### src/rtl/spi_bus_arbiter_if.sv
// Purpose : bundles the two client request/byte channels and the spi_master side of spi_bus_arbiter.
// Ports   : c0_*/c1_* client req/start/tx in, gnt/done/rx out; m_start/m_tx to spi_master, m_rx/m_done back; arb_err.
// Modports: master = arbiter view, slave = clients plus spi_master view.
interface spi_bus_arbiter_if;
   logic       c0_req;
   logic       c1_req;
   logic       c0_start;
   logic       c1_start;
   logic [7:0] c0_tx;
   logic [7:0] c1_tx;
   logic       c0_gnt;
   logic       c1_gnt;
   logic       c0_done;
   logic       c1_done;
   logic [7:0] c0_rx;
   logic [7:0] c1_rx;
   logic       m_start;
   logic [7:0] m_tx;
   logic [7:0] m_rx;
   logic       m_done;
   logic       arb_err;

   modport master (
      input  c0_req, c1_req, c0_start, c1_start, c0_tx, c1_tx, m_rx, m_done,
      output c0_gnt, c1_gnt, c0_done, c1_done, c0_rx, c1_rx, m_start, m_tx, arb_err
   );

   modport slave (
      output c0_req, c1_req, c0_start, c1_start, c0_tx, c1_tx, m_rx, m_done,
      input  c0_gnt, c1_gnt, c0_done, c1_done, c0_rx, c1_rx, m_start, m_tx, arb_err
   );
endinterface

### src/rtl/spi_bus_arbiter.sv
// Purpose : shares one spi_master between two clients; a client owns the master for a whole multi-byte transaction.
// Latency : grant 1 cycle after req seen in IDLE; m_start 1 cycle after owner start; cN_done 1 cycle after m_done.
// Backpressure: starts from non-owners or while busy are dropped; one dead cycle between ownerships.
// Ports   : clk, rst (sync, active-high); bus = spi_bus_arbiter_if.master (client channels + spi_master side).
// Option  : define SPI_ARB_TIMEOUT_EN to abort a byte after TIMEOUT_CYCLES XFER cycles (cN_rx=8'hFF, arb_err pulse).
module spi_bus_arbiter #(
   parameter int unsigned TIMEOUT_CYCLES = 1024
) (
   input  logic                  clk,
   input  logic                  rst,
   spi_bus_arbiter_if.master     bus
);

   typedef enum logic [1:0] {S_IDLE, S_OWN, S_XFER, S_RELEASE} state_t;

   if (TIMEOUT_CYCLES < 1) begin : g_param_check
      $error("TIMEOUT_CYCLES must be at least 1");
   end

   state_t     r_state;
   logic       r_owner;
   logic       r_last_owner;
   logic       r_gnt0, r_gnt1;
   logic       r_done0, r_done1;
   logic [7:0] r_rx0, r_rx1;
   logic       r_m_start;
   logic [7:0] r_m_tx;

   logic       w_own_req;
   logic       w_own_start;
   logic [7:0] w_own_tx;
   logic       w_pick;
   logic       w_xfer_end;
   logic [7:0] w_xfer_dat;

   assign w_own_req   = r_owner ? bus.c1_req   : bus.c0_req;
   assign w_own_start = r_owner ? bus.c1_start : bus.c0_start;
   assign w_own_tx    = r_owner ? bus.c1_tx    : bus.c0_tx;
   // Tie goes to whoever did not own last; otherwise the sole requester.
   assign w_pick      = (bus.c0_req && bus.c1_req) ? ~r_last_owner : bus.c1_req;

`ifdef SPI_ARB_TIMEOUT_EN
   localparam int CNT_W = $clog2(TIMEOUT_CYCLES + 1);
   localparam logic [CNT_W-1:0] CNT_LAST = CNT_W'(TIMEOUT_CYCLES - 1);

   logic [CNT_W-1:0] r_cnt;
   logic             r_arb_err;
   logic             w_timeout;

   // A real m_done always beats a simultaneous timeout.
   always_comb begin
      w_timeout  = 1'b0;
      w_xfer_end = bus.m_done;
      w_xfer_dat = bus.m_rx;
      if (!bus.m_done && (r_cnt == CNT_LAST)) begin
         w_timeout  = 1'b1;
         w_xfer_end = 1'b1;
         w_xfer_dat = 8'hFF;
      end
   end

   assign bus.arb_err = r_arb_err;
`else
   assign w_xfer_end  = bus.m_done;
   assign w_xfer_dat  = bus.m_rx;
   assign bus.arb_err = 1'b0;
`endif

   always_ff @(posedge clk) begin
      if (rst) begin
         r_state      <= S_IDLE;
         r_owner      <= 1'b0;
         r_last_owner <= 1'b1;
         r_gnt0       <= 1'b0;
         r_gnt1       <= 1'b0;
         r_done0      <= 1'b0;
         r_done1      <= 1'b0;
         r_rx0        <= 8'h00;
         r_rx1        <= 8'h00;
         r_m_start    <= 1'b0;
         r_m_tx       <= 8'h00;
`ifdef SPI_ARB_TIMEOUT_EN
         r_cnt        <= '0;
         r_arb_err    <= 1'b0;
`endif
      end else begin
         r_m_start <= 1'b0;
         r_done0   <= 1'b0;
         r_done1   <= 1'b0;
`ifdef SPI_ARB_TIMEOUT_EN
         r_arb_err <= 1'b0;
`endif
         case (r_state)
            S_IDLE: begin
               if (bus.c0_req || bus.c1_req) begin
                  r_owner <= w_pick;
                  r_gnt0  <= ~w_pick;
                  r_gnt1  <= w_pick;
                  r_state <= S_OWN;
               end
            end
            S_OWN: begin
               // Release is only evaluated here, so a req drop mid-byte waits for the byte to finish.
               if (!w_own_req) begin
                  r_gnt0       <= 1'b0;
                  r_gnt1       <= 1'b0;
                  r_last_owner <= r_owner;
                  r_state      <= S_RELEASE;
               end else if (w_own_start) begin
                  r_m_tx    <= w_own_tx;
                  r_m_start <= 1'b1;
                  r_state   <= S_XFER;
`ifdef SPI_ARB_TIMEOUT_EN
                  r_cnt     <= '0;
`endif
               end
            end
            S_XFER: begin
               if (w_xfer_end) begin
                  if (r_owner) begin
                     r_rx1   <= w_xfer_dat;
                     r_done1 <= 1'b1;
                  end else begin
                     r_rx0   <= w_xfer_dat;
                     r_done0 <= 1'b1;
                  end
                  r_state <= S_OWN;
`ifdef SPI_ARB_TIMEOUT_EN
                  r_arb_err <= w_timeout;
               end else begin
                  r_cnt <= r_cnt + CNT_W'(1);
`endif
               end
            end
            S_RELEASE: r_state <= S_IDLE;
            default:   r_state <= S_IDLE;
         endcase
      end
   end

   assign bus.c0_gnt  = r_gnt0;
   assign bus.c1_gnt  = r_gnt1;
   assign bus.c0_done = r_done0;
   assign bus.c1_done = r_done1;
   assign bus.c0_rx   = r_rx0;
   assign bus.c1_rx   = r_rx1;
   assign bus.m_start = r_m_start;
   assign bus.m_tx    = r_m_tx;

endmodule

### src/flat_wrapper.sv
// flat-port wrapper written by rule: the top's interface ports become plain ports
module spi_bus_arbiter_flat 
#(
   parameter int unsigned TIMEOUT_CYCLES = 1024
)
  (clk, rst, bus_c0_req, bus_c1_req, bus_c0_start, bus_c1_start, bus_c0_tx, bus_c1_tx, bus_m_rx, bus_m_done, bus_c0_gnt, bus_c1_gnt, bus_c0_done, bus_c1_done, bus_c0_rx, bus_c1_rx, bus_m_start, bus_m_tx, bus_arb_err);
  spi_bus_arbiter_if bus_i ();
  input  logic clk;
  input  logic rst;
  input wire logic [$bits(bus_i.c0_req)-1:0] bus_c0_req;
  input wire logic [$bits(bus_i.c1_req)-1:0] bus_c1_req;
  input wire logic [$bits(bus_i.c0_start)-1:0] bus_c0_start;
  input wire logic [$bits(bus_i.c1_start)-1:0] bus_c1_start;
  input wire logic [$bits(bus_i.c0_tx)-1:0] bus_c0_tx;
  input wire logic [$bits(bus_i.c1_tx)-1:0] bus_c1_tx;
  input wire logic [$bits(bus_i.m_rx)-1:0] bus_m_rx;
  input wire logic [$bits(bus_i.m_done)-1:0] bus_m_done;
  output wire logic [$bits(bus_i.c0_gnt)-1:0] bus_c0_gnt;
  output wire logic [$bits(bus_i.c1_gnt)-1:0] bus_c1_gnt;
  output wire logic [$bits(bus_i.c0_done)-1:0] bus_c0_done;
  output wire logic [$bits(bus_i.c1_done)-1:0] bus_c1_done;
  output wire logic [$bits(bus_i.c0_rx)-1:0] bus_c0_rx;
  output wire logic [$bits(bus_i.c1_rx)-1:0] bus_c1_rx;
  output wire logic [$bits(bus_i.m_start)-1:0] bus_m_start;
  output wire logic [$bits(bus_i.m_tx)-1:0] bus_m_tx;
  output wire logic [$bits(bus_i.arb_err)-1:0] bus_arb_err;
  assign bus_i.c0_req = bus_c0_req;
  assign bus_i.c1_req = bus_c1_req;
  assign bus_i.c0_start = bus_c0_start;
  assign bus_i.c1_start = bus_c1_start;
  assign bus_i.c0_tx = bus_c0_tx;
  assign bus_i.c1_tx = bus_c1_tx;
  assign bus_i.m_rx = bus_m_rx;
  assign bus_i.m_done = bus_m_done;
  assign bus_c0_gnt = bus_i.c0_gnt;
  assign bus_c1_gnt = bus_i.c1_gnt;
  assign bus_c0_done = bus_i.c0_done;
  assign bus_c1_done = bus_i.c1_done;
  assign bus_c0_rx = bus_i.c0_rx;
  assign bus_c1_rx = bus_i.c1_rx;
  assign bus_m_start = bus_i.m_start;
  assign bus_m_tx = bus_i.m_tx;
  assign bus_arb_err = bus_i.arb_err;
  spi_bus_arbiter #(.TIMEOUT_CYCLES(TIMEOUT_CYCLES)) u_core (.clk(clk), .rst(rst), .bus(bus_i));
endmodule
### config.mk
export PLATFORM = sky130hd
export DESIGN_NAME = spi_bus_arbiter_flat
export DESIGN_NICKNAME = d
export VERILOG_FILES = /design/src/rtl/spi_bus_arbiter_if.sv /design/src/rtl/spi_bus_arbiter.sv /design/src/flat_wrapper.sv
export SDC_FILE = /design/constraint.sdc
export NUM_CORES = 1
export LEC_CHECK = 0
export CORE_ASPECT_RATIO = 0.7
export CORE_UTILIZATION = 38
export DETAILED_ROUTE_END_ITERATION = 7
export PLACE_DENSITY_LB_ADDON = 0.1
export RECOVER_POWER = 50
export SLEW_MARGIN = 5
export SYNTH_ARGS = -nofsm -noshare
export SYNTH_HDL_FRONTEND = slang
export SYNTH_SLANG_ARGS = --single-unit
### constraint.sdc
create_clock -name clk -period 1.55 [get_ports clk]
set_clock_uncertainty 0.2 [all_clocks]
set_input_delay 0.3875 -clock clk [delete_from_list [all_inputs] [get_ports clk]]
set_output_delay 0.3875 -clock clk [all_outputs]
set_load 0.02 [all_outputs]
# Word level (Yosys, flattened, before mapping)
# Index checks and enable logic that the tools add are counted.
# totals
reg_bits,33
in_bits,31
output_inout_bits,30
word_cells,55
# classes
n_eq_ne,7
n_mux,17
n_bitwise,7
n_reduce_logical,13
# ops
op,count
$reduce_and A3 Y1,5
$mux W1,9
$mux W2,4
$mux W8,1
$pmux W2 S4,1
$not A1 Y1,7
$reduce_or A3 Y1,2
$eq A2 B2 Y1 const B,2
$ne A2 B2 Y1 const B,2
$pmux W1 S2,2
$reduce_and A2 Y1,2
$ne A3 B3 Y1 const B,1
$eq A2 B1 Y1 const B,1
$logic_not A2 Y1,1
$ne A2 B1 Y1 const B,1
$reduce_bool A2 Y1,1
$logic_and A1 B1 Y1,1
$logic_or A1 B1 Y1,1

# Logic depth before layout (Yosys ltp)
# depth
word_depth,5
mapped_depth,5
depth_no_buf,3

# Worst setup path after synthesis
# Ideal clock, no wire load.
# synth_timing
path_kind,input to register
startpoint,input bus_c1_req
endpoint,register u_core.r_m_tx[0] (netlist: u_core.bus.m_tx[0])
setup_time_ps,121
arrival_time_ps,1350
t_required_ps,1229
path_slack_ps,-121
stages,4
path_buffers,1
cell_sequence,clkbuf_2 > and3_2 > o21ai_4 > mux2_2
# synth_between
elab_chain_cells,2
# synth_lines
item,line_no,text
start: declaration,flat_wrapper.sv:11,input wire logic [$bits(bus_i.c1_req)-1:0] bus_c1_req;
$mux W1,spi_bus_arbiter.sv:36,assign w_own_req = r_owner ? bus.c1_req : bus.c0_req;
$reduce_and A3 Y1 (no source line),-,
end signal: assignment,spi_bus_arbiter.sv:110,r_m_tx <= w_own_tx;
end: declaration,spi_bus_arbiter.sv:27,logic [7:0] r_m_tx;
# No other way between the ends.
# A chain may end at the register's enable or synchronous reset.

# Worst setup path in the final report
# layout_timing
startpoint,register u_core.r_owner
endpoint,register u_core.r_m_tx[3] (netlist: u_core.bus.m_tx[3])
# layout_between
elab_chain_cells,2
word_cells_on_any_way,4
classes_between,mux (3); reduce/logical (1)
# layout_lines
item,line_no,text
start: declaration,spi_bus_arbiter.sv:21,logic r_owner;
start signal: assignment,spi_bus_arbiter.sv:96,r_owner <= w_pick;
$mux W1 (on tied branches),"spi_bus_arbiter.sv:37, spi_bus_arbiter.sv:36",
$reduce_and A3 Y1 (no source line),-,
# Several ways; a longest one is shown, not always the timed one.

==> results.yml <==
outcome:
  status: "finished with violations"
  violations: "setup timing"
synthesis:
  synth.area.mux_share_pct: 12.3
  synthesis.nets: 202
  synth_top_family_by_area: "simple AND/OR/NAND/NOR gates"
  synth_fa_ha_area_share_pct: 0
  ys_async_sr_fraction_pct: 0
  synthFlopType: "dfxtp_1"
  netlist_area_sq_um: 1480
  synth_compound_area_share_pct: 13.2
  yosysSeqAreaShare_pct: 44.8
  yosysWarnings: 0
  synth_xor_area_share_pct: 0
  synth_cell_type_count: 36
  synth-seq-cells: 33
  synth-edff-count: 0
  syn_inst: 171
  yosys.area_share.simple_pct: 23.9
  post_synth.cell_area_avg_sq_um: 8.63
setup_path:
  cp_num_cells: 4
  r2r_cells: 4
  slowest_delay_ns: 0.35
  worst_ep_arrival_time_ns: 1.57
  critPathRequiredTime_ns: 1.52
  cp_slowest_cell: "dfxtp_2"
  crit_buf_inv: 1
  crit_family: "flip-flops"
  ff2ff_setup_slack_ns: -0.05
  setup.worst_path.class: "flip-flop to flip-flop"
  end_kind: "flip-flop"
  crit_chain: "and3b_2, o21ai_4, clkbuf_16, mux2_2"
  cp-start-kind: "flip-flop"
  worst-path-max-fanout: 4
power_and_ir_drop:
  seqPwrFrac_pct: 42.4
  intPower_mw: 1.63
  power_density_nw_per_um2: 909
  sw_frac_of_total_pct: 23.8
  power.switching_mw: 0.509
  clkPwrFrac_pct: 38.5
  comb_power_share_pct: 19.1
  power.total_mw: 2.14
  leakage_nw: 0.948
  ir_worst_vdd_v: 0.000683
global_route:
  grt_pass1_vias: 1334
  grt_max_degree: 25
  grt-ovfl-total: 0
  grt_usage_pct: 20.3
  grt_antenna_before_repair: 0
  grt_pass1_wl_um: 6300
finish:
  area_delta_synth_final_pct: 59.4
  antenna_cells: 0
  final_area_sq_um: 2350
  final_cell_mix: "nand2_1, dfxtp_1, clkdlybuf4s50_1"
  utilization_pct: 64.8
  nets: 276
  final_common_cell: "nand2_1"
  stdcell_count: 296
  drive_gt1_share_pct: 19.5
routing:
  remaining_drc_errors: 0
  vias: 1415
  dr.pass1.iters: 4
  wl_per_cell_um: 13.2
  final_antenna_net_count: 0
  viasPerCell: 4.78
  drt_iter0_drc: 26
  wl_um: 3910
timing:
  period_needed_ns: 1.60
  whs_ns: 0.255
  hold_viol: 0
  setup_viol: 8
  finalCritPeriodShare_pct: 103
  maxSlewViolCount: 0
  max_freq_mhz: 624
  rsz0062_at_grt: "yes"
  fin_setup_tns_ns: -0.266
  finalWorstSetupSlack_ns: -0.0534
cts:
  cts_tree: "yes"
  holdBufCountCts: 0
  clockBufferDepth: 2
  cts_made_buffers: 5
  root_buffer: "clkbuf_8"
  clock_latency_ns: 0.28
  cts_num_sinks: 33
  htreeDepth: 2
  path_clk_slew_ns: 0.07
floorplanning:
  rows: 18
  pin_count: 61
  dieArea_sq_um: 4140
  die_h_um: 54.1
  start_util_pct: 40.7
  core_sq_um: 3630
  die_w_um: 76.5
placement:
  placed_cells: 285
  gp_congestion: 0.811
  dp_slack_ns: -0.491
  hpwl_um: 2820
  port_buffers: 59
  placed_cell_area_sq_um: 2230
worst_hold_path:
  min_path_cells: 2
  hp-class: "flip-flop to flip-flop"
job:
  maxCapViolCount: 0
## flip-flops by register name, indices dropped and copies added (netlist names)
register and count:
u_core.bus.c0_rx 8, u_core.bus.c1_rx 8, u_core.bus.m_tx 8, u_core.r_state 2, u_core.bus.c0_done 1, u_core.bus.c0_gnt 1
u_core.bus.c1_done 1, u_core.bus.c1_gnt 1, u_core.bus.m_start 1, u_core.r_last_owner 1, u_core.r_owner 1
## layer usage
metal	part of all wire, %	wire [um]	GRT usage, %	up-vias
li1	-	-	-	722
met1	49	1920	26.2	650
met2	45	1770	33.2	38
met3	5.0	197	5.93	5
met4	0.74	29	6.73	0
met5	0	0	0	-
## repair_timing
action / in CTS / in global routing
setup buffers: 2 / 1
gates resized for setup: 45 / 42
gates cloned: 1 / 0
setup endpoints to repair: 48 / 48
pin swaps: 4 / 3
hold endpoints to repair: 0 / 0
## final timing paths
path / from / endpoint
worst max-delay path: u_core.r_owner / u_core.bus.m_tx[3]
worst min-delay path: u_core.bus.c0_rx[5] / u_core.bus.c0_rx[5]
worst max register to register: u_core.r_owner / u_core.bus.m_tx[3]
worst min register to register: u_core.bus.c0_rx[5] / u_core.bus.c0_rx[5]
## cell families after synthesis
| kind of cell | count (synthesis) |
|---|---|
| other cells | 1 |
| buf+inv | 17 |
| simple gates | 72 |
| mux | 17 |
| compound gates | 31 |
| flops | 33 |
## worst reg2reg max path, stage by stage, from the launching register on
cell	delay [ns]
dfxtp_2	0.35
and3b_2	0.24
o21ai_4	0.21
clkbuf_16	0.18
mux2_2	0.32
## power by group through the flow
stage | registers, mW | clock network, mW | logic, mW
after floorplan | 0.946 | 0 | 0.180
after global placement | 0.921 | 0 | 0.392
after detailed placement | 0.923 | 0 | 0.405
after CTS | 0.904 | 0.837 | 0.414
after global routing | 0.910 | 0.892 | 0.442
final | 0.906 | 0.823 | 0.409
## final cells by class
cell class / count / area (sq um)
Fill cell: 326 / 1270
Clock inverter: 1 / 30.0
Timing Repair Buffer: 81 / 716
Inverter: 3 / 11.3
Clock buffer: 7 / 86.3
Tap cell: 50 / 62.6
Multi-Input combinational cell: 121 / 783
Sequential cell: 33 / 662
## cell usage after synthesis (2+ instances only)
cell type | instances | area [sq um]
nor3_1 | 2 | 10.0
buf_4 | 3 | 22.5
nor2_1 | 12 | 45.0
nand2_1 | 35 | 131
inv_1 | 3 | 11.3
a21oi_1 | 21 | 105
nor2b_1 | 8 | 50.1
mux2_2 | 9 | 101
buf_2 | 4 | 20.0
nand2b_1 | 2 | 12.5
o211ai_1 | 2 | 15.0
mux2i_1 | 8 | 80.1
or2b_1 | 2 | 15.0
clkbuf_1 | 5 | 18.8
dfxtp_1 | 33 | 661
nand3_1 | 2 | 10.0
Note: power is estimated with default switching activity, not from simulation.
